### config.mk
export PLATFORM = sky130hd
export DESIGN_NAME = clint_timer
export DESIGN_NICKNAME = d
export VERILOG_FILES = /design/src/rtl/clint_timer.sv
export SDC_FILE = /design/constraint.sdc
export NUM_CORES = 1
export LEC_CHECK = 0
export ABC_AREA = 1
export CAP_MARGIN = 5
export CORE_MARGIN = 2
export CORE_UTILIZATION = 54
export CTS_BUF_LIST = sky130_fd_sc_hd__clkbuf_2 sky130_fd_sc_hd__clkbuf_4 sky130_fd_sc_hd__clkbuf_8
export DETAILED_ROUTE_END_ITERATION = 10
export PLACE_DENSITY = 0.83
export SLEW_MARGIN = 15
export SYNTH_ARGS = -nofsm -noshare
export SYNTH_HDL_FRONTEND = slang
export SYNTH_SLANG_ARGS = --single-unit
### constraint.sdc
create_clock -name clk -period 3.5 [get_ports clk]
set_clock_uncertainty 0.1 [all_clocks]
set_input_delay 0.7 -clock clk [delete_from_list [all_inputs] [get_ports clk]]
set_output_delay 0.7 -clock clk [all_outputs]
set_load 0.005 [all_outputs]
### src/rtl/clint_timer.sv
// Machine timer / software-interrupt unit: mtime, mtimecmp and msip behind a
// single-outstanding request/response port, with mtime advancing at 1 MHz.
module clint_timer #(
  parameter int unsigned FMAX_MHz = 27
) (
  input  logic        clk,
  input  logic        rst_n,
  input  logic        req_valid,
  output logic        req_ready,
  input  logic        req_write,
  input  logic [4:0]  req_addr,
  input  logic [31:0] req_wdata,
  output logic        resp_valid,
  output logic [31:0] resp_rdata,
  output logic [63:0] reg_mtime,
  output logic [63:0] reg_mtimecmp,
  output logic        mtip,
  output logic        msip
);

  localparam int unsigned     PW      = (FMAX_MHz > 1) ? $clog2(FMAX_MHz) : 1;
  localparam logic [PW-1:0]   PRE_MAX = PW'(FMAX_MHz - 1);

  typedef enum logic {IDLE, RESP} state_e;

  state_e        state_q, state_d;
  logic [PW-1:0] pre_q, pre_d;
  logic [63:0]   mtime_q, mtime_d;
  logic [63:0]   mtimecmp_q, mtimecmp_d;
  logic          msip_q, msip_d;
  logic          mtip_q;
  logic          resp_valid_q;
  logic [31:0]   rdata_q, rdata_d;

  logic          tick;
  logic          accept;
  logic [2:0]    word;
  logic          unused_addr;

  assign tick        = (pre_q == PRE_MAX);
  assign pre_d       = tick ? '0 : pre_q + PW'(1);
  assign accept      = (state_q == IDLE) && req_valid;
  assign word        = req_addr[4:2];
  assign unused_addr = ^req_addr[1:0];

  // NOTE: every variable gets a default at the top of the block, so no path
  // through the case statements can leave it unassigned and infer a latch.
  always_comb begin
    state_d    = state_q;
    mtime_d    = mtime_q + {63'd0, tick};
    mtimecmp_d = mtimecmp_q;
    msip_d     = msip_q;
    rdata_d    = '0;

    case (state_q)
      IDLE:    if (req_valid) state_d = RESP;
      RESP:    state_d = IDLE;
      default: state_d = IDLE;
    endcase

    // A write to one mtime half overrides only that half of the ticked value,
    // so a carry out of the low half still lands in the high half.
    if (accept && req_write) begin
      case (word)
        3'd0: mtime_d[31:0]     = req_wdata;
        3'd1: mtime_d[63:32]    = req_wdata;
        3'd2: mtimecmp_d[31:0]  = req_wdata;
        3'd3: mtimecmp_d[63:32] = req_wdata;
        3'd4: msip_d            = req_wdata[0];
        default: ;
      endcase
    end else if (accept) begin
      case (word)
        3'd0: rdata_d = mtime_q[31:0];
        3'd1: rdata_d = mtime_q[63:32];
        3'd2: rdata_d = mtimecmp_q[31:0];
        3'd3: rdata_d = mtimecmp_q[63:32];
        3'd4: rdata_d = {31'd0, msip_q};
        default: rdata_d = '0;
      endcase
    end
  end

  // NOTE: state registers use non-blocking assignments so every flop samples
  // the pre-edge values, independent of statement order.
  always_ff @(posedge clk or negedge rst_n) begin
    if (!rst_n) begin
      state_q      <= IDLE;
      pre_q        <= '0;
      mtime_q      <= '0;
      mtimecmp_q   <= '1;
      msip_q       <= 1'b0;
      mtip_q       <= 1'b0;
      resp_valid_q <= 1'b0;
      rdata_q      <= '0;
    end else begin
      state_q      <= state_d;
      pre_q        <= pre_d;
      mtime_q      <= mtime_d;
      mtimecmp_q   <= mtimecmp_d;
      msip_q       <= msip_d;
      mtip_q       <= (mtime_q >= mtimecmp_q);
      resp_valid_q <= accept;
      rdata_q      <= rdata_d;
    end
  end

  assign req_ready    = (state_q == IDLE);
  assign resp_valid   = resp_valid_q;
  assign resp_rdata   = rdata_q;
  assign reg_mtime    = mtime_q;
  assign reg_mtimecmp = mtimecmp_q;
  assign mtip         = mtip_q;
  assign msip         = msip_q;

endmodule
Word level (Yosys, flattened, before mapping):

Cells that the tools add are included.

* bits in registers: 169
* input port bits: 41
* output and inout bits: 164
* word-level logic and storage cells: 33

* $add $sub $neg: 2
* magnitude comparators: 1
* eq/ne operators: 5
* mux-type cells: 9
* bitwise logic cells: 1
* reduce and logical (&&, ||, !) cells: 6

Operators with widths (number)
* case mux 32 bit (5 select lines): 1
* two-way mux 32 bit: 4
* adder 64 x 1 -> 64 bit: 1
* >= comparator 64 bit: 1
* two-way mux 64 bit: 1
* == test 3 x 2 -> 1 bit, second input constant: 2
* AND reduction 2 bit: 3
* adder 5 x 1 -> 5 bit, second input constant: 1
* == test 5 bit, second input constant: 1
* two-way mux 5 bit: 1
* == test 3 x 1 -> 1 bit, second input constant: 1
* == test 3 bit, second input constant: 1
* zero test 3 bit: 1
* logical AND 1 bit: 2
* case mux 1 bit (2 select lines): 1
* two-way mux 1 bit: 1
* NOT 1 bit: 1

Logic depth before layout (Yosys ltp):

* word-level depth: 4
* gate-level depth with buffers: 17
* gate-level depth less buffers: 17

Worst setup path before layout:

Ideal clock, no wire load.

* path kind: register -> register
* from: reg pre_q[0]
* to: reg mtime_q[20] (netlist: reg_mtime[20])
* library setup time: 0.117 ns
* arrival time: 2.425 ns
* data required time: 3.283 ns
* setup slack: 0.857 ns
* stages on the path, launching flop included: 15
* path buffers: 0
* clock period less this slack: 2.643 ns
* cells stage by stage: dfrtp_1 inv_1 ha_1 inv_1 nor3_1 ha_1 ha_1 nand3_1 inv_1 nand2_1 nor2_2 nand2_1 xor2_1 o21ai_1 inv_1

* cells in the longest elaborated chain, start to end: 4

RTL lines
* start, declared: line 27 `logic [PW-1:0] pre_q, pre_d;`
* start signal, assigned: line 98 `pre_q <= pre_d;`
* == test 5 bit (*): line 40 `assign tick = (pre_q == PRE_MAX);`
* adder 64 x 1 -> 64 bit (*): line 50 `mtime_d = mtime_q + {63'd0, tick};`
* two-way mux 32 bit: line 64 `case (word)`
* two-way mux 64 bit (*): line 63 `if (accept && req_write) begin`
* via mtime_d[20]: line 28 `logic [63:0] mtime_q, mtime_d;`
* end signal, assigned: line 99 `mtime_q <= mtime_d;`
* end, declared: line 28

The timed path passes the listed nets; every way through them passes the cells marked *.
A chain may end at the register's enable or synchronous reset.

Worst setup path after layout:

* from: reg pre_q[0]
* to: reg mtime_q[46] (netlist: reg_mtime[46])

The elaborated chain is that of the path after synthesis.

==> impl_metrics.yaml <==
worst_setup_path:
  reg2reg_depth: 15
  critical_path_class: "flop to flop"
  start_kind: "flop"
  required_ns: 3.80
  arrival_ns: 3.30
  crit_fanout: 5
  crit_path_end_kind: "flop"
synthesis:
  synth.distinct_cells: 36
  yosysTopAreaCellShare_pct: 24.59
  avgSynthCellArea_sq_um: 7.284
  synthSimpleGateAreaFrac_pct: 26.08
  yosys_register_bits: 168
  muxShareOfSynthArea_pct: 0
  synth_edf_count: 0
  synth_cells: 1453
  ys_async_sr_fraction_pct: 100.0
  synth_top_family_by_area: "simple AND/OR/NAND/NOR gates"
  synthAdderAreaFrac_pct: 8.039
  ys.warnings.count: 0
  yosys.area.top_type: "dfrtp_1"
  yosys_most_used_dff: "dfrtp_1"
  synthesis.area_sq_um: 10580
  ys_seq_area_share_pct: 40.48
  yosys.cell_count.top_type: "nand2_1"
  synth_xor_area_share_pct: 2.400
  yosys-top-cells-count: "363 x nand2_1, 237 x inv_1, 183 x nor2_1, 119 x o21ai_0, 104 x dfrtp_1"
  synth-compound-area-share_pct: 12.77
  synth.area.top_cells: "dfrtp_1 25%, dfstp_2 16%, nand2_1 13%, inv_1 8.4%, ha_1 8.0%"
  synth_fp_nets: 1562
placed_design:
  place.gp.congestion: 0.9704
  portBuffers: 202
  dp_hpwl_microns: 28440
  post_dp_cell_area_sq_um: 12970
  pre_cts_slack_ns: 0.5822
sta:
  final.period_utilization_pct: 85.75
  fin_ws_ns: 0.4987
  min_period_ns: 3.001
  max_freq_ghz: 0.3332
  hold_viol: 0
  rsz0062_at_grt: "false"
  setup_viol: 0
  worst_hold_slack_ns: 0.1524
  setup_tns_ns: 0
  slew_viol_final: 0
  worstMarginPinSlew_ns: 0.9309
  slew_headroom_pct: 37.85
floorplan:
  die_w_microns: 144
  pin_count: 205
  num_rows: 51
  dieArea_sq_um: 20740
  initial_core_util_pct: 54.74
  core_area_sq_um: 19330
  chipHeight_microns: 144
clock_tree:
  cts_buffers: 17
  tritoncts: "built"
  cts-root-buf: "clkbuf_8"
  post_cts_resized: 0
  clkTransAtPathRegs_ns: 0.10
  post_cts_buffers: 0
  insertion_delay_ns: 0.48
  cts_hold_buf: 0
  htreeDepth: 4
  clock_path_buffers: 2
  cts_sinks: 168
cells_and_area:
  syn_to_final_growth_pct: 26.50
  drive_above_1_share_pct: 8.029
  final_cell_area_sq_um: 13390
  nets: 1765
  antenna_cells: 0
  fillers: 1605
global_route:
  overflow: 0
  grt_max_degree: 75
  grt_pass1_vias: 10330
  grt_pass1_wl_microns: 57560
  grt_use_total_pct: 37.01
  antenna_found_initial: 0
flow_run:
  drv_cap: 0
outcome:
  outcome: "complete, no violations"
route:
  drt_drc_violations_left: 0
  wire_per_inst_microns: 19.58
  vias: 11000
  ant_nets: 0
  via_per_inst: 5.689
  drtPass1Iterations: 7
  wl_microns: 37870
  first_iter_violations: 991
power_and_ir_drop:
  power-per-cell-area_nw_per_um2: 535.4
  leakage_nw: 6.181
  ir_drop_uv: 281.6
hold_path:
  min_path_type: "input port to async pin"
final cells by class:
cell class	count	area, sq um	area share [%]
Timing Repair Buffer	223	2231	16.66
Clock buffer	19	255.2	1.906
Sequential cell	168	4284	32.00
Multi-Input combinational cell	1005	5224	39.02
Tap cell	265	331.6	2.476
Clock inverter	13	158.9	1.187
Inverter	241	904.6	6.756
state kept, by name (all words and copies together) (netlist names):
register and count:
resp_valid 1, reg_mtime 64, resp_rdata 32, msip 1, pre_q 5, mtip 1
reg_mtimecmp 64
critical path, stage by stage, from the launching register on:
cell and delay [ns]:
dfrtp_1 0.42, inv_1 0.07, ha_1 0.13, inv_1 0.05, nor3_1 0.25, ha_1 0.32, ha_1 0.27, nand3_1 0.19
inv_1 0.12, buf_4 0.14, nand3b_2 0.15, nor2_1 0.17, nand2_1 0.16, o21bai_1 0.17, nand3_1 0.10, o21ai_1 0.12
path summary, 6_finish.rpt:
path,startpoint,endpoint,slack [ns]
hold / removal,rst_n,resp_rdata[28]$_DFF_PN0_,0.15
max in group asynchronous,rst_n,reg_mtimecmp[18]$_DFFE_PN1P_,2.37
setup / recovery,pre_q[0]$_DFF_PN0_,reg_mtime[46]$_DFF_PN0_,0.50
setup reg to reg,pre_q[0]$_DFF_PN0_,reg_mtime[46]$_DFF_PN0_,0.50
hold reg to reg,pre_q[0]$_DFF_PN0_,pre_q[0]$_DFF_PN0_,0.39
min in group clk,pre_q[0]$_DFF_PN0_,pre_q[0]$_DFF_PN0_,0.39
cell families (layout without fill, tap and decap cells):
| group | count (synthesis) | after routing |
|---|---|---|
| compound gates | 239 | 239 |
| flops | 168 | 168 |
| simple gates | 669 | 669 |
| xor+xnor | 29 | 29 |
| buf+inv | 280 | 496 |
| fa+ha+maj | 68 | 68 |
layout by cell type, fill, tap and decap left out, types with 2 or more instances in the layout:
| cell | count |
|---|---|
| nand2_1 | 361 |
| inv_1 | 237 |
| clkdlybuf4s50_1 | 201 |
| nor2_1 | 182 |
| o21ai_0 | 119 |
| dfrtp_1 | 104 |
| nand3_1 | 74 |
| ha_1 | 68 |
| dfstp_2 | 64 |
| a21oi_1 | 47 |
| o22ai_1 | 30 |
| xor2_1 | 29 |
| nand4_1 | 25 |
| a221oi_1 | 24 |
| clkbuf_8 | 18 |
| buf_4 | 17 |
| nor3_1 | 8 |
| o21ai_1 | 6 |
| and2_1 | 5 |
| inv_6 | 5 |
| inv_2 | 4 |
| nor2_2 | 4 |
| a31oi_1 | 4 |
| buf_12 | 4 |
| a21o_1 | 3 |
| inv_8 | 3 |
| nor2_4 | 2 |
| o21bai_1 | 2 |
| o21a_1 | 2 |
| nand2_2 | 2 |
| bufinv_16 | 2 |
power by group:
group	leakage, nW	internal [mW]	switching [mW]	total, mW
clock	0.211	0.687	0.831	1.52
sequential	1.92	2.41	0.578	2.99
combinational	4.05	1.29	1.38	2.66
total	6.18	4.38	2.78	7.17
per-stage QoR:
step	util [%]	total power [mW]	std cells
4_1_cts	69.25	7.133	1934
3_5_place_dp	67.11	5.622	1902
6_report	69.25	7.168	1934
2_1_floorplan	-	4.182	1453
5_1_grt	69.25	7.609	1934
3_3_place_gp	67.11	5.516	1902
layer usage:
| metal | global-route usage [%] | share of wire, % | vias up |
|---|---|---|---|
| li1 | - | - | 5072 |
| met1 | 51.40 | 42 | 5239 |
| met2 | 58.20 | 46 | 585 |
| met3 | 5.166 | 8.2 | 107 |
| met4 | 15.84 | 3.7 | 0 |
| met5 | 0 | 0 | - |
Power figures use the tool's default switching activity.
